`src/rtl/rf_read_port_arbiter.sv`:
```
// Round-robin arbiter sharing one register-file read port among NUM_REQ requesters.
// Each read takes an address cycle and a response cycle held under valid/ready.
module rf_read_port_arbiter #(
    parameter int NUM_REQ = 4,
    parameter int ID_W    = 4,
    parameter int DATA_W  = 16
) (
    input  logic                    clk,
    input  logic                    rst,
    input  logic [NUM_REQ-1:0]      req_valid,
    input  logic [NUM_REQ*ID_W-1:0] req_regid,
    output logic [NUM_REQ-1:0]      req_ready,
    output logic [NUM_REQ-1:0]      resp_valid,
    output logic [DATA_W-1:0]       resp_data,
    input  logic [NUM_REQ-1:0]      resp_ready,
    output logic [ID_W-1:0]         rf_src_reg,
    input  logic [DATA_W-1:0]       rf_src_data
);

    localparam int PTR_W = (NUM_REQ > 2) ? $clog2(NUM_REQ) : 1;

    typedef enum logic [1:0] {
        ST_IDLE = 2'd0,
        ST_ADDR = 2'd1,
        ST_RESP = 2'd2
    } state_t;

    state_t               state_r;
    state_t               state_nxt_s;
    logic [PTR_W-1:0]     rr_ptr_r;
    logic [PTR_W-1:0]     owner_r;
    logic [ID_W-1:0]      rf_src_reg_r;
    logic [DATA_W-1:0]    resp_data_r;
    logic [NUM_REQ-1:0]   resp_valid_r;
    logic [PTR_W-1:0]     win_s;
    logic                 found_s;
    logic                 can_grant_s;
    logic                 grant_s;
    logic                 owner_accept_s;

    function automatic logic [NUM_REQ-1:0] onehot(input logic [PTR_W-1:0] idx);
        onehot = {{(NUM_REQ-1){1'b0}}, 1'b1} << idx;
    endfunction

    // Round-robin search for the first valid requester at or after rr_ptr
    always_comb begin
        logic [PTR_W-1:0] idx_v;
        found_s = 1'b0;
        win_s   = {PTR_W{1'b0}};
        idx_v   = {PTR_W{1'b0}};
        for (int k = 0; k < NUM_REQ; k++) begin
            idx_v = PTR_W'((int'(rr_ptr_r) + k) % NUM_REQ);
            if (!found_s && req_valid[idx_v]) begin
                found_s = 1'b1;
                win_s   = idx_v;
            end else begin
                found_s = found_s;
            end
        end
    end

    assign owner_accept_s = (state_r == ST_RESP) && resp_ready[owner_r];
    assign can_grant_s    = (state_r == ST_IDLE) || owner_accept_s;
    assign grant_s        = can_grant_s && found_s;

    // Grant is combinational so a new read can start in the same cycle a response is taken
    always_comb begin
        if (grant_s) begin
            req_ready = onehot(win_s);
        end else begin
            req_ready = {NUM_REQ{1'b0}};
        end
    end

    // Next-state logic for the read sequence
    always_comb begin
        state_nxt_s = state_r;
        case (state_r)
            ST_IDLE: begin
                if (grant_s) state_nxt_s = ST_ADDR;
                else         state_nxt_s = ST_IDLE;
            end
            ST_ADDR: state_nxt_s = ST_RESP;
            ST_RESP: begin
                if (owner_accept_s) state_nxt_s = grant_s ? ST_ADDR : ST_IDLE;
                else                state_nxt_s = ST_RESP;
            end
            default: state_nxt_s = ST_IDLE;
        endcase
    end

    // Sequential state, grant bookkeeping and response capture
    always_ff @(posedge clk) begin
        if (rst) begin
            state_r      <= ST_IDLE;
            rr_ptr_r     <= {PTR_W{1'b0}};
            owner_r      <= {PTR_W{1'b0}};
            rf_src_reg_r <= {ID_W{1'b0}};
            resp_data_r  <= {DATA_W{1'b0}};
            resp_valid_r <= {NUM_REQ{1'b0}};
        end else begin
            state_r <= state_nxt_s;
            if (grant_s) begin
                rf_src_reg_r <= req_regid[int'(win_s)*ID_W +: ID_W];
                owner_r      <= win_s;
                rr_ptr_r     <= (win_s == PTR_W'(NUM_REQ-1)) ? {PTR_W{1'b0}} : win_s + PTR_W'(1);
            end
            if (state_r == ST_ADDR) begin
                resp_data_r  <= rf_src_data;
                resp_valid_r <= onehot(owner_r);
            end else if (owner_accept_s) begin
                resp_valid_r <= {NUM_REQ{1'b0}};
            end
        end
    end

    assign rf_src_reg = rf_src_reg_r;
    assign resp_data  = resp_data_r;
    assign resp_valid = resp_valid_r;

endmodule

```
`config.mk`:
```
export PLATFORM = sky130hd
export DESIGN_NAME = rf_read_port_arbiter
export DESIGN_NICKNAME = d
export VERILOG_FILES = /design/src/rtl/rf_read_port_arbiter.sv
export SDC_FILE = /design/constraint.sdc
export NUM_CORES = 1
export LEC_CHECK = 0
export BUFFER_PORTS_ARGS = -buffer_cell sky130_fd_sc_hd__buf_4
export CAP_MARGIN = 20
export CORE_MARGIN = 5
export CORE_UTILIZATION = 25
export CTS_BUF_LIST = sky130_fd_sc_hd__clkbuf_8 sky130_fd_sc_hd__clkbuf_16
export DETAILED_ROUTE_END_ITERATION = 10
export GPL_ROUTABILITY_DRIVEN = 0
export HOLD_SLACK_MARGIN = 0.12
export PLACE_DENSITY_LB_ADDON = 0.15
export SLEW_MARGIN = 20
export SYNTH_ARGS = -nofsm -noshare
export SYNTH_HDL_FRONTEND = slang
export SYNTH_SLANG_ARGS = --single-unit
```
`constraint.sdc`:
```
create_clock -name clk -period 1.7 [get_ports clk]
set_clock_uncertainty 0.05 [all_clocks]
set_input_delay 0 -clock clk [delete_from_list [all_inputs] [get_ports clk]]
set_output_delay 0 -clock clk [all_outputs]
set_load 0.01 [all_outputs]
```
# ---- Word-level counts from Yosys, hierarchy flattened
# Index checks and enable logic that the tools add are counted.
# W data, S select, Z words.
dict set report op_classes {
  addsub 4
  n_lt_le_gt_ge 5
  eq_ne 3
  n_shift 3
  mux 25
  n_reduce_logical 11
}
# operator n
set ops {}
lappend ops {{$shiftx A16 B5 Y4} 1}
lappend ops {{$lt A2 B3 Y1 const B} 5}
lappend ops {{$mux W2} 6}
lappend ops {{$mux W4} 3}
lappend ops {{$bmux W1 S2} 5}
lappend ops {{$mux W1} 10}
lappend ops {{$shl A1 B2 Y4 const A} 2}
lappend ops {{$pmux W2 S3} 1}
lappend ops {{$logic_and A1 B1 Y1} 5}
lappend ops {{$add A2 B1 Y2 const B} 2}
lappend ops {{$add A2 B2 Y2 const B} 2}
lappend ops {{$eq A2 B2 Y1 const B} 2}
lappend ops {{$logic_not A1 Y1} 3}
lappend ops {{$eq A2 B1 Y1 const B} 1}
lappend ops {{$logic_not A2 Y1} 1}
lappend ops {{$reduce_bool A2 Y1} 1}
lappend ops {{$logic_or A1 B1 Y1} 1}
dict set report word_totals {
  register_bits 30
  elab_cells 57
}

# ---- Depth between registers and ports, before layout
# Gate-level depths: netlist of run 1.
dict set report logic_depth {
  ltp_word 16
  ltp_mapped 8
}

# ---- Worst setup path before layout of run 1
# OpenSTA, ideal clock, no wires.
dict set report synth_path {
  kind {register to register}
  startpoint {register rr_ptr_r[1]}
  endpoint {register rr_ptr_r[1]}
  setup_ps 132
  t_arrival_ps 1509
  required_time_ps 1518
  setup_slack_ps 9
  stages_incl_launch_ff 9
  path_buffers 1
  synth_period_minus_slack_ps 1691
  cell_sequence {dfxtp_1 > nand2_1 > a221o_1 > clkbuf_1 > nand2_1 > inv_1 > ha_1 > nand2_1 > a21oi_1}
}
dict set report synth_between {
  elab_chain_cells 14
  elab_cells_between_ends 29
}
# item line_no
set synth_lines {}
lappend synth_lines {{start: declaration} 30} ;# logic [PTR_W-1:0] rr_ptr_r;
lappend synth_lines {{start signal: assignment} 96} ;# rr_ptr_r <= {PTR_W{1'b0}};
lappend synth_lines {{start signal: assignment} 106} ;# rr_ptr_r <= (win_s == PTR_W'(NUM_REQ-1)) ? {PTR_W{1'b0}} : win_s + PTR_W'(1);
lappend synth_lines {{branches (longest 11 deep; another with $add A2 B1 Y2)} --}
lappend synth_lines {{$mux W2 (*)} 53} ;# if (!found_s && req_valid[idx_v]) begin
lappend synth_lines {{net win_s[1]} 35} ;# logic [PTR_W-1:0] win_s;
lappend synth_lines {{$add A2 B1 Y2 or $eq A2 B2 Y1 (tied branches)} 106}
lappend synth_lines {{$mux W2 (*)} 106}
# Mark *: on every way through the listed nets, which the timed path passes. The select of a mux whose other input is x is not followed.
# A chain may end at the register's enable or synchronous reset.

# ---- Final worst setup path of run 1
dict set report layout_path {
  startpoint {register owner_r[0]}
  endpoint {register rf_src_reg_r[3] (netlist: rf_src_reg[3])}
}
dict set report layout_between {
  elab_chain_cells 5
}
# item line_no
set layout_lines {}
lappend layout_lines {{start: declaration} 31} ;# logic [PTR_W-1:0] owner_r;
lappend layout_lines {{start signal: assignment} 97} ;# owner_r <= {PTR_W{1'b0}};
lappend layout_lines {{start signal: assignment} 105} ;# owner_r <= win_s;
lappend layout_lines {{$bmux W1 S2} 62} ;# assign owner_accept_s = (state_r == ST_RESP) && resp_ready[owner_r];
lappend layout_lines {{$mux W1 (implied by the code)} 62}
lappend layout_lines {{$logic_and A1 B1 Y1} 62}
lappend layout_lines {{$logic_or A1 B1 Y1} 63} ;# assign can_grant_s = (state_r == ST_IDLE) || owner_accept_s;
lappend layout_lines {{$logic_and A1 B1 Y1} 64} ;# assign grant_s = can_grant_s && found_s;
lappend layout_lines {{end signal: assignment} 98} ;# rf_src_reg_r <= {ID_W{1'b0}};
lappend layout_lines {{end signal: assignment} 104} ;# rf_src_reg_r <= req_regid[int'(win_s)*ID_W +: ID_W];
lappend layout_lines {{end: declaration} 32} ;# logic [ID_W-1:0] rf_src_reg_r;
# Every way passes these cells. The select of a mux whose other input is x is not followed.

==> key figures, run 1 <==
Run status
  • Status: complete, but fails checks
  • Failing checks: setup timing

Worst hold path
  • Hold/Removal Path Class: in -> reg
  • Hold Path End: rf_src_reg[0]
  • Hold depth: 4
  • Min-delay src: req_regid[12]

Route
  • TritonRoute pass-1 iters: 4
  • Met3 WL post-DR: 196 um
  • Top sig layer: met4
  • M1 wire length: 1.91 mm
  • Remaining routing DRC violations: 0
  • Post-Route WL: ~4.5 mm
  • Met2 wire len: about 2.3 mm
  • Routed vias: ~1.6k
  • Initial DRC count: 58
  • Vias per inst: 4.45
  • Final ANT Viol Nets: 0
  • Routed len/inst: 12.6 um

Place
  • Detail Placement HPWL: about 3.2 mm
  • IO buf count: 69
  • Placed Cells: 321
  • Cell Area, Placed: between 2000 and 2500 um2

Clocking
  • CTS tree: yes
  • Sink Count: 30
  • Max clock buf depth: 2
  • Total CTS buffers: 5
  • Htree depth: 2
  • Worst-path clk slew: 0.06 ns
  • Root buffer cell: clkbuf_8
  • Skew-Pair Late Insertion Delay: between 0.2 and 0.3 ns

GRT
  • Gr usage total: 0.127
  • Antenna violations before repair: 0
  • Global-route wire length before repair: 7.38 mm
  • Gr ovfl total: 0
  • Largest net degree at the start of global routing: 31
  • Number of global-route vias before repair: 1671

Floorplanning
  • Die area: 7400 um2
  • Core area: 5570 um2
  • Die W: 86.0 um
  • Ports: 70
  • Starting Density: 0.259
  • Die Height: 86.0 um
  • Rows: 27

Setup path
  • Setup CP Type: reg -> reg
  • Beginning of the critical path: owner_r[0]
  • Startpoint Class: flop
  • Crit path DAT: 1.85 ns
  • CP max FO: 11
  • Crit path required time: 1.81 ns
  • R2R Path End: rf_src_reg[3]
  • Reg2Reg Launch Point: owner_r[0]
  • R2R Setup Slk: -0.04 ns
  • Setup crit end kind: flop
  • Reg2Reg Depth: 7

Job
  • Max cap viols: 0

Synth
  • Compound-gate portion of the synthesized area: 0.241
  • Primary FF master, synth: dfxtp_1
  • Syn nets: 226
  • Mapped Area: 1450 um2
  • Xor/xnor share of the synthesized area: 0
  • Most numerous cell in the Yosys netlist: nand2_1
  • Syn avg cell area: 8.03 um2
  • Synth Instances: 180
  • Largest family of logic cells by synthesized area: simple AND/OR/NAND/NOR gates
  • Synthesis-stage register bit count: 30
  • Yosys top cell area share: 0.416
  • Synth Area in Simple Gates: 0.242
  • Adder and majority cell fraction of the synthesized area: 0.0346
  • Netlist cell types: 30
  • Yosys warnings: 0
  • Leading post-synthesis cells by cell area: dfxtp_1 (42%), nand2_1 (12%), a21oi_1 (8.0%), a21boi_0 (4.2%), and3_1 (3.5%)
  • Leading area contributor after synthesis: dfxtp_1
  • Post-synth EDFFs: 0
  • Synth cell count leaders: nand2_1 (45), dfxtp_1 (30), a21oi_1 (23), nor2_1 (11)
  • Mux share of post-synthesis cell area: 0.0225
  • Sequential area share after synthesis: 0.416
  • Async set-or-reset flop fraction in the synthesized netlist: 0

Layout
  • Diode count: 0
  • Max reg flops: 16
  • Layout cell share with drive strength beyond 1: 0.394
  • Cell area after layout: roughly 2500 um2
  • Layout net count: 329
  • Layout area overhead: 73.3%
  • Fin cells: 356

Timing
  • Final hold violation count: 0
  • Post-layout min period: 1.74 ns
  • RSZ-0062 raised after global routing: true
  • Slew HR: 0.751
  • Tightest Pin Transition: ~0.37 ns
  • Fmax: 574 MHz
  • Period utilisation layout: 1.02
  • PnR worst setup slack: -0.0424 ns
  • Fin. max-slew vios: 0
  • Final setup fails: 8

Pwr
  • Power per Cell Area: ~870 nW/um2
  • LEAKAGE: 1.12 nW
  • Max IR drop VDD: 0.291 mV
[logic make-up (layout without fill, tap and decap cells)]
group	after synthesis	after routing
multiplexers	2	2
adder cells (fa/ha/maj)	4	4
buffers and inverters	15	119
flip-flops	30	30
AO/OA/AOI/OAI	53	53
AND/OR/NAND/NOR	76	76
[layout make-up]
| class | instances | area, um2 |
|---|---|---|
| Clock inverter | 2 | 8.76 |
| Tap cell | 72 | 90.1 |
| Multi-Input combinational cell | 135 | 830 |
| Clock buffer | 6 | 82.6 |
| Fill cell | 578 | 3070 |
| Inverter | 7 | 26.3 |
| Sequential cell | 30 | 607 |
| Timing Repair Buffer | 104 | 861 |
[power breakdown]
group	total [W]	switching, W	internal [W]	leakage, nW
registers	0.000827	0.0000489	0.000778	0.247
logic	0.000755	0.000351	0.000405	0.821
clock network	0.000585	0.000265	0.000320	0.0524
[cell usage in the layout (no fill, tap or decap), types with 2 or more instances in the layout]
cell            n
o21ai_0         2
buf_4          78
a21boi_0        8
dfxtp_2         2
o21ai_1         5
and2_4          2
and3_1          8
nand2_1        43
ha_2            3
a22oi_1         2
a21oi_1        22
nor2b_1         2
and2_1          2
buf_6           4
nand2_2         2
or2_4           2
a31oi_1         4
a32oi_1         2
dfxtp_1        27
clkbuf_8        6
dlygate4sd3_1  21
nor2_1         10
inv_1           7
[metrics by stage]
stage / TNS (ns) / utilization / hold slack [ns] / power [W] / worst slack [ns]
after floorplan: 0 / - / 0.0860 / 0.00117 / 0.00880
after global placement: 0 / 0.375 / 0.200 / 0.00147 / 0.0450
after detailed placement: 0 / 0.375 / 0.207 / 0.00147 / 0.0164
after CTS: -0.279 / 0.447 / 0.123 / 0.00218 / -0.0452
after global routing: -1.36 / 0.449 / 0.147 / 0.00231 / -0.156
final: -0.189 / 0.449 / 0.127 / 0.00217 / -0.0424
[critical path, stage by stage (launching register included)]
cell      delay, ns
dfxtp_2        0.34
mux4_2         0.53
buf_6          0.14
o211ai_4       0.16
buf_12         0.16
nor4_4         0.05
o21ai_1        0.09
a31oi_1        0.09
[timing repair]
action                                  4_1_cts  5_1_grt
pin swaps                                     5        0
endpoints found under the hold margin        30        0
hold buffers                                 21        0
setup buffers                                 6        0
cloned                                        0        0
endpoints found under the setup margin        6       16
resized for setup                            23        6
[layer usage]
layer  vias to the layer above  track usage
li1                        818            -
met3                         8       0.0298
met2                        32        0.222
met1                       726        0.140
met4                         0       0.0719
met5                         -            0
[worst max path at each step]
stage	endpoint	depth (start not counted)	slack, ns
5_1_grt	rf_src_reg[0]	7	-0.16
4_1_cts	rf_src_reg[3]	7	-0.05
3_3_place_gp	rf_src_reg[1]	6	0.04
6_report	rf_src_reg[3]	7	-0.04
3_5_place_dp	rf_src_reg[3]	6	0.02
2_1_floorplan	rr_ptr_r[1]	8	0.009
Power figures use the tool's default switching activity.
==> run 2, diff against run 1 <==
Settings changed: CELL_PAD_IN_SITES_DETAIL_PLACEMENT set to 0, CELL_PAD_IN_SITES_GLOBAL_PLACEMENT set to 2, CORE_UTILIZATION 25 to 22.
==> key figures, run 2 (synthesized netlist as in run 1, its figures left out) <==
Place
  • DP Worst Slack: -0.0435 ns
  • Detail Placement HPWL: about 3.3 mm
  • Placed Cells: 329
  • IO buf count: slightly below 70

Timing
  • Slew HR: 0.761
  • Post-layout min period: ~1.7 ns
  • Period utilisation layout: 0.998
  • PnR worst setup slack: 0.00321 ns
  • Final hold violation count: 0
  • Fin. max-slew vios: 0
  • Tightest Pin Transition: 0.359 ns
  • RSZ-0062 raised after global routing: true
  • Fmax: 589 MHz
  • Final setup fails: 0

Route
  • Initial DRC count: 29
  • TritonRoute pass-1 iters: 4
  • Final ANT Viol Nets: 0
  • Routed vias: 1614
  • Post-Route WL: around 4.8 mm
  • Vias per inst: around 4.4
  • Remaining routing DRC violations: 0
  • Routed len/inst: 13.0 um

GRT
  • Gr ovfl total: 0
  • Number of global-route vias before repair: 1679
  • Antenna violations before repair: 0
  • Largest net degree at the start of global routing: 31
  • Global-route wire length before repair: ~8 mm
  • Gr usage total: 0.114

Worst hold path
  • Hold depth: 4
  • Hold/Removal Path Class: in -> reg

Setup path
  • Crit path required time: 1.65 ns
  • Startpoint Class: flop
  • Worst-path cell chain: mux2i_2, or2_4, nand3_4, buf_6, ha_4, and2_4, buf_6
  • Setup CP Type: reg -> out
  • Crit path DAT: 1.65 ns
  • Setup crit end kind: output pin
  • CP max FO: 5
  • CP max stage cell: dfxtp_4
  • CP peak stage delay: 0.39 ns
  • Worst path most repeated cell: buf_6
  • Reg2Reg Depth: 6

Layout
  • Max reg flops: 16
  • Commonest non-fill, non-tap cell in the layout: buf_4
  • Final core occ: 0.412
  • Layout area overhead: 82.0%
  • Layout cell share with drive strength beyond 1: 0.433
  • Fin cells: 368
  • Layout net count: ~340
  • Commonest non-fill, non-tap cells in the layout: buf_4 (83), nand2_1 (42), dfxtp_1 (27)
  • Diode count: 0

Pwr
  • LEAKAGE: 1.17 nW
  • Max IR drop VDD: 0.371 mV
  • Power per Cell Area: 836 nW/um2

Clocking
  • Skew-Pair Late Insertion Delay: 0.28 ns
  • Worst-path clk slew: 0.06 ns
  • CTS tree: yes
  • Sink Count: 30
  • Htree depth: 2
  • Total CTS buffers: 5
  • Root buffer cell: clkbuf_8
  • Max clock buf depth: 2

Floorplanning
  • Core area: 6390 um2
  • Die area: between 8000 and 9000 um2
  • Starting Density: 0.226
  • Ports: 70
  • Die W: 91.1 um
  • Die Height: 91.1 um
  • Rows: 29

Job
  • Max cap viols: 0

Run status
  • Status: completed
run 2: cell type report:
class / count / area [um2]
clock buffers: 5 / 68.8
clock inverters: 2 / 7.51
fillers: 650 / 3760
inverters: 7 / 28.8
multi-input cells: 135 / 898
flip-flops and latches: 30 / 607
well taps: 77 / 96.3
repair buffers: 112 / 923
run 2: path summary, 6_finish.rpt:
kind | slack (ns) | end | startpoint
hold / removal | 0.13 | rf_src_reg[0] | req_regid[12]
hold reg to reg | 0.40 | resp_data[11] | resp_data[11]
setup reg to reg | 0.01 | rf_src_reg[2] | owner_r[0]
setup / recovery | 0.003 | req_ready[0] | rr_ptr_r[1]
run 2: worst max-delay path, delay by kind of cell (launching register included):
kind,cells,cell delay (ns)
DFF,1,0.39
and+or+nand+nor,3,0.36
buffers and inverters,2,0.25
muxes,1,0.23
adders and majority gates,1,0.14
run 2: layer usage:
metal,global-route usage,part of all wire
met1,0.126,0.43
met5,0,0
met3,0.0397,0.065
met4,0.0452,0.024
met2,0.201,0.48
run 2: metrics by stage:
| stage | power (W) | cell area [um2] | hold WS [ns] | setup TNS [ns] |
|---|---|---|---|---|
| 2_1_floorplan | 0.00117 | 1450 | 0.0860 | 0 |
| 3_3_place_gp | 0.00150 | 2120 | 0.201 | 0 |
| 3_5_place_dp | 0.00149 | 2120 | 0.210 | -0.0435 |
| 4_1_cts | 0.00217 | 2550 | 0.124 | -0.221 |
| 5_1_grt | 0.00236 | 2630 | 0.153 | -0.842 |
| 6_report | 0.00220 | 2630 | 0.126 | 0 |
run 2: power breakdown:
| group | leakage, nW | switching (W) | internal [W] | total, W |
|---|---|---|---|---|
| registers | 0.247 | 0.0000508 | 0.000778 | 0.000829 |
| logic | 0.876 | 0.000397 | 0.000463 | 0.000859 |
| clock network | 0.0466 | 0.000241 | 0.000269 | 0.000509 |
run 2: repair_timing:
item,CTS,global route
pin swaps,7,10
hold buffers,21,0
cloned,0,0
gates resized for setup,31,16
hold endpoints to repair,30,0
endpoints found under the setup margin,6,13
setup buffers,10,2
==> run 3, diff against run 2 <==
==> constraint.sdc (replaced) <==
create_clock -name clk -period 1.7 [get_ports clk]
set_clock_uncertainty 0.05 [all_clocks]
set_input_delay 0.34 -clock clk [delete_from_list [all_inputs] [get_ports clk]]
set_output_delay 0.34 -clock clk [all_outputs]
set_load 0.01 [all_outputs]
==> key figures, run 3 (synthesized netlist as in run 1, its figures left out) <==
Run status
  • Status: complete, but fails checks
  • Failing checks: setup timing

Timing
  • Period utilisation layout: 1.19
  • RSZ-0062 raised after global routing: true
  • Fmax: 495 MHz
  • Tightest Pin Transition: 0.442 ns
  • Slew HR: 0.703
  • Post-layout min period: 2.02 ns
  • Final hold violation count: 0
  • Fin. max-slew vios: 0
  • PnR worst setup slack: -0.319 ns
  • Final setup fails: 11

Route
  • Remaining routing DRC violations: 0
  • TritonRoute pass-1 iters: 4
  • Initial DRC count: 28
  • Final ANT Viol Nets: 0
  • Post-Route WL: 4.45 mm
  • Routed len/inst: 12.5 um
  • Vias per inst: 4.43
  • Routed vias: approximately 1.6k

Setup path
  • Reg2Reg Depth: 7
  • R2R Path End: rf_src_reg[2]
  • Startpoint Class: flop
  • Beginning of the critical path: owner_r[0]
  • CP max FO: 5
  • Crit path to: req_ready[0]
  • Crit path DAT: 1.63 ns
  • R2R Setup Slk: -0.12 ns
  • Setup CP Type: reg -> out
  • Setup crit end kind: output pin
  • Crit path required time: 1.31 ns
  • Reg2Reg Launch Point: owner_r[0]

Layout
  • Layout cell share with drive strength beyond 1: 0.482
  • Final core occ: 0.389
  • Layout net count: 323
  • Filler Cells Inserted: 689
  • Diode count: 0
  • Max reg flops: 16
  • Multi-input logic area: 882 um2
  • Commonest non-fill, non-tap cell in the layout: buf_4
  • Register area: 607 um2
  • Layout area overhead: 72.1%
  • Cell area after layout: 2490 um2
  • Commonest non-fill, non-tap cells in the layout: buf_4 (89), nand2_1 (42), dfxtp_1 (27)

Clocking
  • CTS tree: yes
  • Root buffer cell: clkbuf_8
  • Sink Count: 30
  • Htree depth: 2
  • Hold Buf Count CTS: 0
  • Max clock buf depth: 2
  • Total CTS buffers: 5
  • Skew-Pair Late Insertion Delay: about 0.27 ns
  • Worst-path clk slew: 0.06 ns

Pwr
  • Clk pwr share: 0.257
  • LEAKAGE: approximately 1.1 nW
  • Seq pwr share: 0.368
  • Sw frac: 0.307
  • Pint: 0.00155 W
  • Power per Cell Area: between 900 and 1000 nW/um2
  • Max IR drop VDD: 0.336 mV
  • Gate power share: 0.375
  • P_sw: roughly 0.00069 W

GRT
  • Antenna violations before repair: 0
  • Gr ovfl total: 0
  • Global-route wire length before repair: 7.16 mm
  • Number of global-route vias before repair: ~1.6k
  • Largest net degree at the start of global routing: 31
  • Gr usage total: 0.104

Floorplanning
  • Starting Density: 0.226
  • Die W: 91.1 um
  • Core area: roughly 6400 um2
  • Die Height: approximately 90 um
  • Rows: 29
  • Die area: 8290 um2
  • Ports: 70

Place
  • IO buf count: between 60 and 70
  • Cell Area, Placed: 2220 um2
  • DP Worst Slack: -0.256 ns
  • Detail Placement HPWL: roughly 3.2 mm

Worst hold path
  • Hold/Removal Path Class: in -> reg
  • Min-delay src: rf_src_data[4]

Job
  • Max cap viols: 0
[run 3: worst max-delay path: stages, from the launching register on]
cell and delay [ns]:
dfxtp_2 0.34, mux4_2 0.53, inv_2 0.09, a21oi_2 0.09, and2_1 0.17, buf_4 0.14
[run 3: per-stage QoR]
step                      TNS [ns]  hold WS [ns]  instances  power (W)
after floorplan            -0.0956         0.410        180    0.00120
after global placement       -2.71         0.394        341    0.00155
after detailed placement     -2.46         0.397        341    0.00154
after CTS                    -1.99         0.248        352    0.00223
after global routing         -2.62         0.252        355    0.00239
final                        -1.74         0.258        355    0.00224
[run 3: power by group through the flow]
stage               Sequential [W]  Combinational (W)  Clock, W
CTS                       0.000827           0.000797  0.000609
global route              0.000835           0.000918  0.000638
floorplan                 0.000855           0.000343         0
finish                    0.000825           0.000840  0.000575
global placement          0.000836           0.000716         0
detailed placement        0.000837           0.000706         0
[run 3: final cells by class]
| class | count | area share |
|---|---|---|
| Clock buffer | 6 | 0.0332 |
| Clock inverter | 2 | 0.00352 |
| Inverter | 7 | 0.0116 |
| Multi-Input combinational cell | 135 | 0.355 |
| Sequential cell | 30 | 0.244 |
| Tap cell | 77 | 0.0387 |
| Timing Repair Buffer | 98 | 0.314 |
[run 3: worst min path at each step]
stage | end | cells after the start
3_5_place_dp | resp_data[4] | 2
6_report | resp_data[4] | 3
2_1_floorplan | rr_ptr_r[1] | 2
3_3_place_gp | resp_data[12] | 2
5_1_grt | resp_data[11] | 3
4_1_cts | resp_data[4] | 3
[run 3: layer usage]
metal | up-vias | wire length [um] | track usage
met5 | - | 0 | 0
met4 | 0 | 59 | 0.0367
met3 | 4 | 274 | 0.0364
met2 | 41 | 2140 | 0.175
met1 | 717 | 1980 | 0.122
li1 | 809 | - | -
[run 3: what timing repair did]
action	4_1_cts	5_1_grt
buffers inserted	3	4
gates resized for setup	26	11
endpoints found under the setup margin	11	17
pin swaps	8	10
